--- src/rtl/fb_write_arbiter.sv ---
// -----------------------------------------------------------------------------
// fb_write_arbiter
//   Shares the single framebuffer write port between NUM_REQ pixel sources
//   (index 0 = sprite painter, then HUD overlay, screen-clear engine).
//   Round-robin burst arbitration: once granted, a source owns the port until
//   it presents a beat marked last, or until MAX_GRANT_CYCLES grant cycles
//   have elapsed (forced release, flagged by timeout_pulse).
//   An arbitration cycle in IDLE never transfers a beat, so consecutive bursts
//   are separated by a one-cycle bubble. Accepted beats reach the write port
//   exactly one cycle later. Single clock domain (33 MHz).
//
// Ports
//   clk_33m        in   clock
//   rst            in   asynchronous active-high reset
//   req_valid      in   per-requester beat valid
//   req_x/y        in   per-requester pixel coordinates (packed, index 0 at LSB)
//   req_palette    in   per-requester palette index (packed)
//   req_last       in   per-requester last-beat marker
//   req_ready      out  one-hot ready to the current owner while granted
//   write_en       out  framebuffer write strobe (registered)
//   write_x/y      out  framebuffer write coordinates (hold between writes)
//   write_palette  out  framebuffer write palette (holds between writes)
//   owner          out  current / most recent grant owner
//   busy           out  high while a grant is active
//   timeout_pulse  out  one-cycle pulse after a forced release
// -----------------------------------------------------------------------------
module fb_write_arbiter #(
  parameter int NUM_REQ          = 3,
  parameter int X_W              = 12,
  parameter int Y_W              = 12,
  parameter int PAL_W            = 3,
  parameter int MAX_GRANT_CYCLES = 4096,
  localparam int OWN_W           = (NUM_REQ > 1) ? $clog2(NUM_REQ) : 1,
  localparam int CNT_W           = $clog2(MAX_GRANT_CYCLES)
) (
  input  logic                     clk_33m,
  input  logic                     rst,
  input  logic [NUM_REQ-1:0]       req_valid,
  input  logic [NUM_REQ*X_W-1:0]   req_x,
  input  logic [NUM_REQ*Y_W-1:0]   req_y,
  input  logic [NUM_REQ*PAL_W-1:0] req_palette,
  input  logic [NUM_REQ-1:0]       req_last,
  output logic [NUM_REQ-1:0]       req_ready,
  output logic                     write_en,
  output logic [X_W-1:0]           write_x,
  output logic [Y_W-1:0]           write_y,
  output logic [PAL_W-1:0]         write_palette,
  output logic [OWN_W-1:0]         owner,
  output logic                     busy,
  output logic                     timeout_pulse
);

  typedef enum logic [0:0] {
    ST_IDLE  = 1'b0,
    ST_GRANT = 1'b1
  } state_t;

  state_t             state_r, state_nxt_s;
  logic [OWN_W-1:0]   owner_r, owner_nxt_s;
  logic [OWN_W-1:0]   last_owner_r, last_owner_nxt_s;
  logic [OWN_W-1:0]   pick_s, cand_s;
  logic               pick_found_s;
  logic [CNT_W-1:0]   cnt_r, cnt_nxt_s;
  logic               accept_s, at_limit_s, timeout_nxt_s;
  logic [NUM_REQ-1:0] ready_s;
  logic               write_en_r, timeout_r;
  logic [X_W-1:0]     write_x_r;
  logic [Y_W-1:0]     write_y_r;
  logic [PAL_W-1:0]   write_pal_r;

  // Round-robin pick: first valid requester searching from last_owner+1 upward, wrapping.
  always_comb begin
    pick_s       = last_owner_r;
    pick_found_s = 1'b0;
    cand_s       = last_owner_r;
    for (int k = 1; k <= NUM_REQ; k++) begin
      cand_s = OWN_W'((int'(last_owner_r) + k) % NUM_REQ);
      if (!pick_found_s && req_valid[cand_s]) begin
        pick_s       = cand_s;
        pick_found_s = 1'b1;
      end else begin
        pick_found_s = pick_found_s;
      end
    end
  end

  // Grant decode: ready depends only on state and owner, never on valid.
  always_comb begin
    ready_s = {NUM_REQ{1'b0}};
    if (state_r == ST_GRANT) begin
      ready_s[owner_r] = 1'b1;
    end else begin
      ready_s = {NUM_REQ{1'b0}};
    end
  end

  // cnt_r holds the number of grant cycles already completed, so the
  // current grant cycle is cnt_r+1 and the limit is reached at MAX-1.
  assign accept_s   = (state_r == ST_GRANT) && req_valid[owner_r];
  assign at_limit_s = (cnt_r == CNT_W'(MAX_GRANT_CYCLES - 1));

  // Next-state logic: arbitration in IDLE, release on last beat or grant timeout.
  always_comb begin
    state_nxt_s      = state_r;
    owner_nxt_s      = owner_r;
    last_owner_nxt_s = last_owner_r;
    cnt_nxt_s        = cnt_r;
    timeout_nxt_s    = 1'b0;
    case (state_r)
      ST_IDLE: begin
        if (pick_found_s) begin
          state_nxt_s = ST_GRANT;
          owner_nxt_s = pick_s;
          cnt_nxt_s   = {CNT_W{1'b0}};
        end else begin
          state_nxt_s = ST_IDLE;
        end
      end
      ST_GRANT: begin
        cnt_nxt_s = cnt_r + CNT_W'(1);
        // A last beat on the limit cycle is a normal release: no timeout flag.
        if (accept_s && req_last[owner_r]) begin
          state_nxt_s      = ST_IDLE;
          last_owner_nxt_s = owner_r;
        end else if (at_limit_s) begin
          state_nxt_s      = ST_IDLE;
          last_owner_nxt_s = owner_r;
          timeout_nxt_s    = 1'b1;
        end else begin
          state_nxt_s = ST_GRANT;
        end
      end
      default: begin
        state_nxt_s = ST_IDLE;
      end
    endcase
  end

  // Arbitration state registers.
  always_ff @(posedge clk_33m or posedge rst) begin
    if (rst) begin
      state_r      <= ST_IDLE;
      owner_r      <= {OWN_W{1'b0}};
      last_owner_r <= OWN_W'(NUM_REQ - 1);
      cnt_r        <= {CNT_W{1'b0}};
      timeout_r    <= 1'b0;
    end else begin
      state_r      <= state_nxt_s;
      owner_r      <= owner_nxt_s;
      last_owner_r <= last_owner_nxt_s;
      cnt_r        <= cnt_nxt_s;
      timeout_r    <= timeout_nxt_s;
    end
  end

  // Write port: capture the accepted beat; coordinates hold when nothing is written.
  always_ff @(posedge clk_33m or posedge rst) begin
    if (rst) begin
      write_en_r  <= 1'b0;
      write_x_r   <= {X_W{1'b0}};
      write_y_r   <= {Y_W{1'b0}};
      write_pal_r <= {PAL_W{1'b0}};
    end else begin
      write_en_r <= accept_s;
      if (accept_s) begin
        write_x_r   <= req_x[owner_r*X_W +: X_W];
        write_y_r   <= req_y[owner_r*Y_W +: Y_W];
        write_pal_r <= req_palette[owner_r*PAL_W +: PAL_W];
      end else begin
        write_x_r   <= write_x_r;
        write_y_r   <= write_y_r;
        write_pal_r <= write_pal_r;
      end
    end
  end

  assign req_ready     = ready_s;
  assign write_en      = write_en_r;
  assign write_x       = write_x_r;
  assign write_y       = write_y_r;
  assign write_palette = write_pal_r;
  assign owner         = owner_r;
  assign busy          = (state_r == ST_GRANT);
  assign timeout_pulse = timeout_r;

endmodule

--- config.mk ---
export PLATFORM = sky130hd
export DESIGN_NAME = fb_write_arbiter
export DESIGN_NICKNAME = d
export VERILOG_FILES = /design/src/rtl/fb_write_arbiter.sv
export SDC_FILE = /design/constraint.sdc
export NUM_CORES = 1
export LEC_CHECK = 0
export ABC_AREA = 1
export CORE_MARGIN = 10
export CORE_UTILIZATION = 45
export CTS_BUF_LIST = sky130_fd_sc_hd__clkbuf_4 sky130_fd_sc_hd__clkbuf_8
export DETAILED_ROUTE_END_ITERATION = 8
export PLACE_DENSITY = 0.9
export SLEW_MARGIN = 0
export SYNTH_ARGS = -nofsm -noshare
export SYNTH_HDL_FRONTEND = slang
export SYNTH_SLANG_ARGS = --single-unit
--- constraint.sdc ---
create_clock -name clk_33m -period 5.2 [get_ports clk_33m]
set_input_delay 1.04 -clock clk_33m [delete_from_list [all_inputs] [get_ports clk_33m]]
set_output_delay 1.04 -clock clk_33m [all_outputs]
set_load 0.01 [all_outputs]
==> results.toml <==
[drt]
firstDrtPassIters = 4
drtIter0Drc = 170
vias = 2835
via_per_inst = 5.250
ant_nets = 0
wl_per_cell_um = 16.50
drc_errors = 0
routed_wl_mm = 8.912

[critical_path]
r2r-end = "write_x[6]"
rrSetupSlack_ns = 2.96
start_kind = "flop"
worstPathArrival_ns = 1.75
crit_required_ns = 4.16
end_kind = "output port"
path_class = "reg -> out"
r2r_cells = 6
path_max_fanout = 8
r2r-start = "busy"

[place]
dpl.cell_count = 532
gp_congestion = 0.8628
dpl.hpwl_mm = 6.779
io_buffers = 123

[clock_tree]
clkTransAtPathRegs_ns = 0.09
clock-sinks = 46
worstSkewPairLatency_ns = 0.30
clockBufferDepth = 2
cts.repair.resized = 0
htree_levels = 2
cts-root-buf = "clkbuf_8"
cts_tree = "yes"
ctsHoldBuffers = 0
cts_buffers = 5
cts_setup_buffers = 0

[die]
initial_core_util = 0.4716
placementRows = 27
die_area_um2 = 9299
design.core.area_um2 = 5574
pin_count = 124
die_h_um = 96.43
die_w_um = 96.43

[hold_path]
min_path_type = "reg -> reg"
worstHoldStart = "write_x[9]"
min_delay_path_depth = 1
holdPathEnd = "write_x[9]"

[yosys]
post_synth_num_cell_types = 24
synth_top_area_cell = "dfrtp_1"
yosysWarnings = 0
avgSynthCellArea_um2 = 7.511
netlist_area_um2 = 2629
syn_inst = 350
synth-seq-cells = 46
yosysSeqAreaShare = 0.4384
synth_edf_count = 0
synth_top_flop_cell = "dfrtp_1"
syn-num-nets = 443
synthTopCellsByArea = "dfrtp_1 43%, nand2_1 20%, o21a_1 7.7%"
ys_async_sr_fraction = 1.000
synth_top_area_frac = 0.4284

[pwr]
power.density_nw_per_um2 = 501.9
p_leak_nw = 1.668
vdd_drop_max_v = 0.0004631

[finish]
seqCellArea_um2 = 1152
nFillCells = 454
final_cell_mix = "139 x nand2_1, 123 x clkdlybuf4s50_1, 45 x dfrtp_1"
synthToLayoutAreaGrowth_pct = 51.12
antenna_cells = 0
fin_cells = 540
layout.nets = 560
multi_input_area_um2 = 1300
drive_above_1_share = 0.05128
final_common_cell = "nand2_1"

[global_route]
grt_pass1_wl_mm = 14.17
grt_pass1_vias = 2738
antenna_found_initial = 0
grt_max_degree = 58
grt_usage = 0.1922
grt_overflow = 0

[timing]
skew_ns = 0.007099
finalHoldViolations = 0
timing.final.crit_share = 0.5374
tns_ns = 0
setup_violations = 0
fmax_mhz = 357.9
period_minus_slack_ns = 2.794
tightest_slew_ns = 1.032
relSlewSlack = 0.3092
rsz0062_at_grt = "no"
slew_viol_final = 0

[job]
drv_cap = 0

[outcome]
outcome = "complete, no violations"
[cell usage after synthesis (3+ instances only)]
library cell and n:
dfrtp_1 45, inv_2 4, nand4_1 29, nand3_1 23, buf_2 12, o21a_1 27
nor3_1 4, nand2_1 140, nor2_1 17, inv_1 19, o21ai_0 8, ha_1 4
o21ai_1 3
[final cells by class]
| cell class | count | area share |
|---|---|---|
| clock buffers | 6 | 0.01921 |
| clock inverters | 2 | 0.003465 |
| inverters | 23 | 0.02173 |
| multi-input cells | 265 | 0.3272 |
| flip-flops and latches | 46 | 0.2901 |
| well taps | 72 | 0.02268 |
| repair buffers | 126 | 0.3156 |
[flip-flops by register name (all words and copies together), names as in the netlist]
signal and count:
write_palette 3, last_owner_r 2, owner 2, busy 1
write_en 1, write_y 12, cnt_r 12, write_x 12
timeout_pulse 1
[report_power, final]
group	leakage, nW	total (mW)	switching (mW)	internal (mW)
logic	1.07	1.16	0.611	0.550
registers	0.552	0.613	0.102	0.511
clock network	0.0486	0.220	0.120	0.100
[kinds of logic (layout without fill, tap and decap cells)]
logic type	after synthesis	after routing	synth area share
xor+xnor	3	3	0.009997
compound gates	41	41	0.1047
flops	46	46	0.4384
simple gates	217	217	0.3579
buf+inv	39	157	0.06996
fa+ha+maj	4	4	0.01904
[stage by stage]
step,hold WS [ns],total power [mW],utilization,setup WS (ns),cell area [µm²]
4_1_cts,0.4966,2.020,0.7127,2.397,3973
3_5_place_dp,0.4787,1.797,0.6965,2.123,3882
5_1_grt,0.5102,2.161,0.7127,2.251,3973
3_3_place_gp,0.4723,1.766,0.6965,2.169,3882
6_report,0.4919,1.994,0.7127,2.406,3973
2_1_floorplan,0.4575,1.310,-,3.074,2629
[worst max-delay path: stages, from the launching register on]
cell             delay, ns
dfrtp_1               0.54
inv_2                 0.15
nor3_2                0.18
clkdlybuf4s50_1       0.58
[worst max path at each step]
stage            startpoint            to  slack [ns]  depth (start not counted)
5_1_grt        req_valid[2]    write_y[0]        2.25                          7
4_1_cts                busy  req_ready[0]        2.40                          3
3_3_place_gp   req_valid[2]    write_y[1]        2.17                          7
3_5_place_dp   req_valid[2]    write_x[6]        2.12                          7
2_1_floorplan           rst          busy        3.07                          1
6_report               busy  req_ready[0]        2.41                          3
[layer usage]
layer	vias to the layer above	routed length [µm]	GRT usage	part of all wire
li1	1382	-	-	-
met1	1347	3582	0.2288	0.40
met2	100	4453	0.3419	0.50
met3	6	791	0.04703	0.089
met4	0	84	0.04358	0.0094
met5	-	0	0	0
No activity file was read; power rests on OpenSTA's default activity.
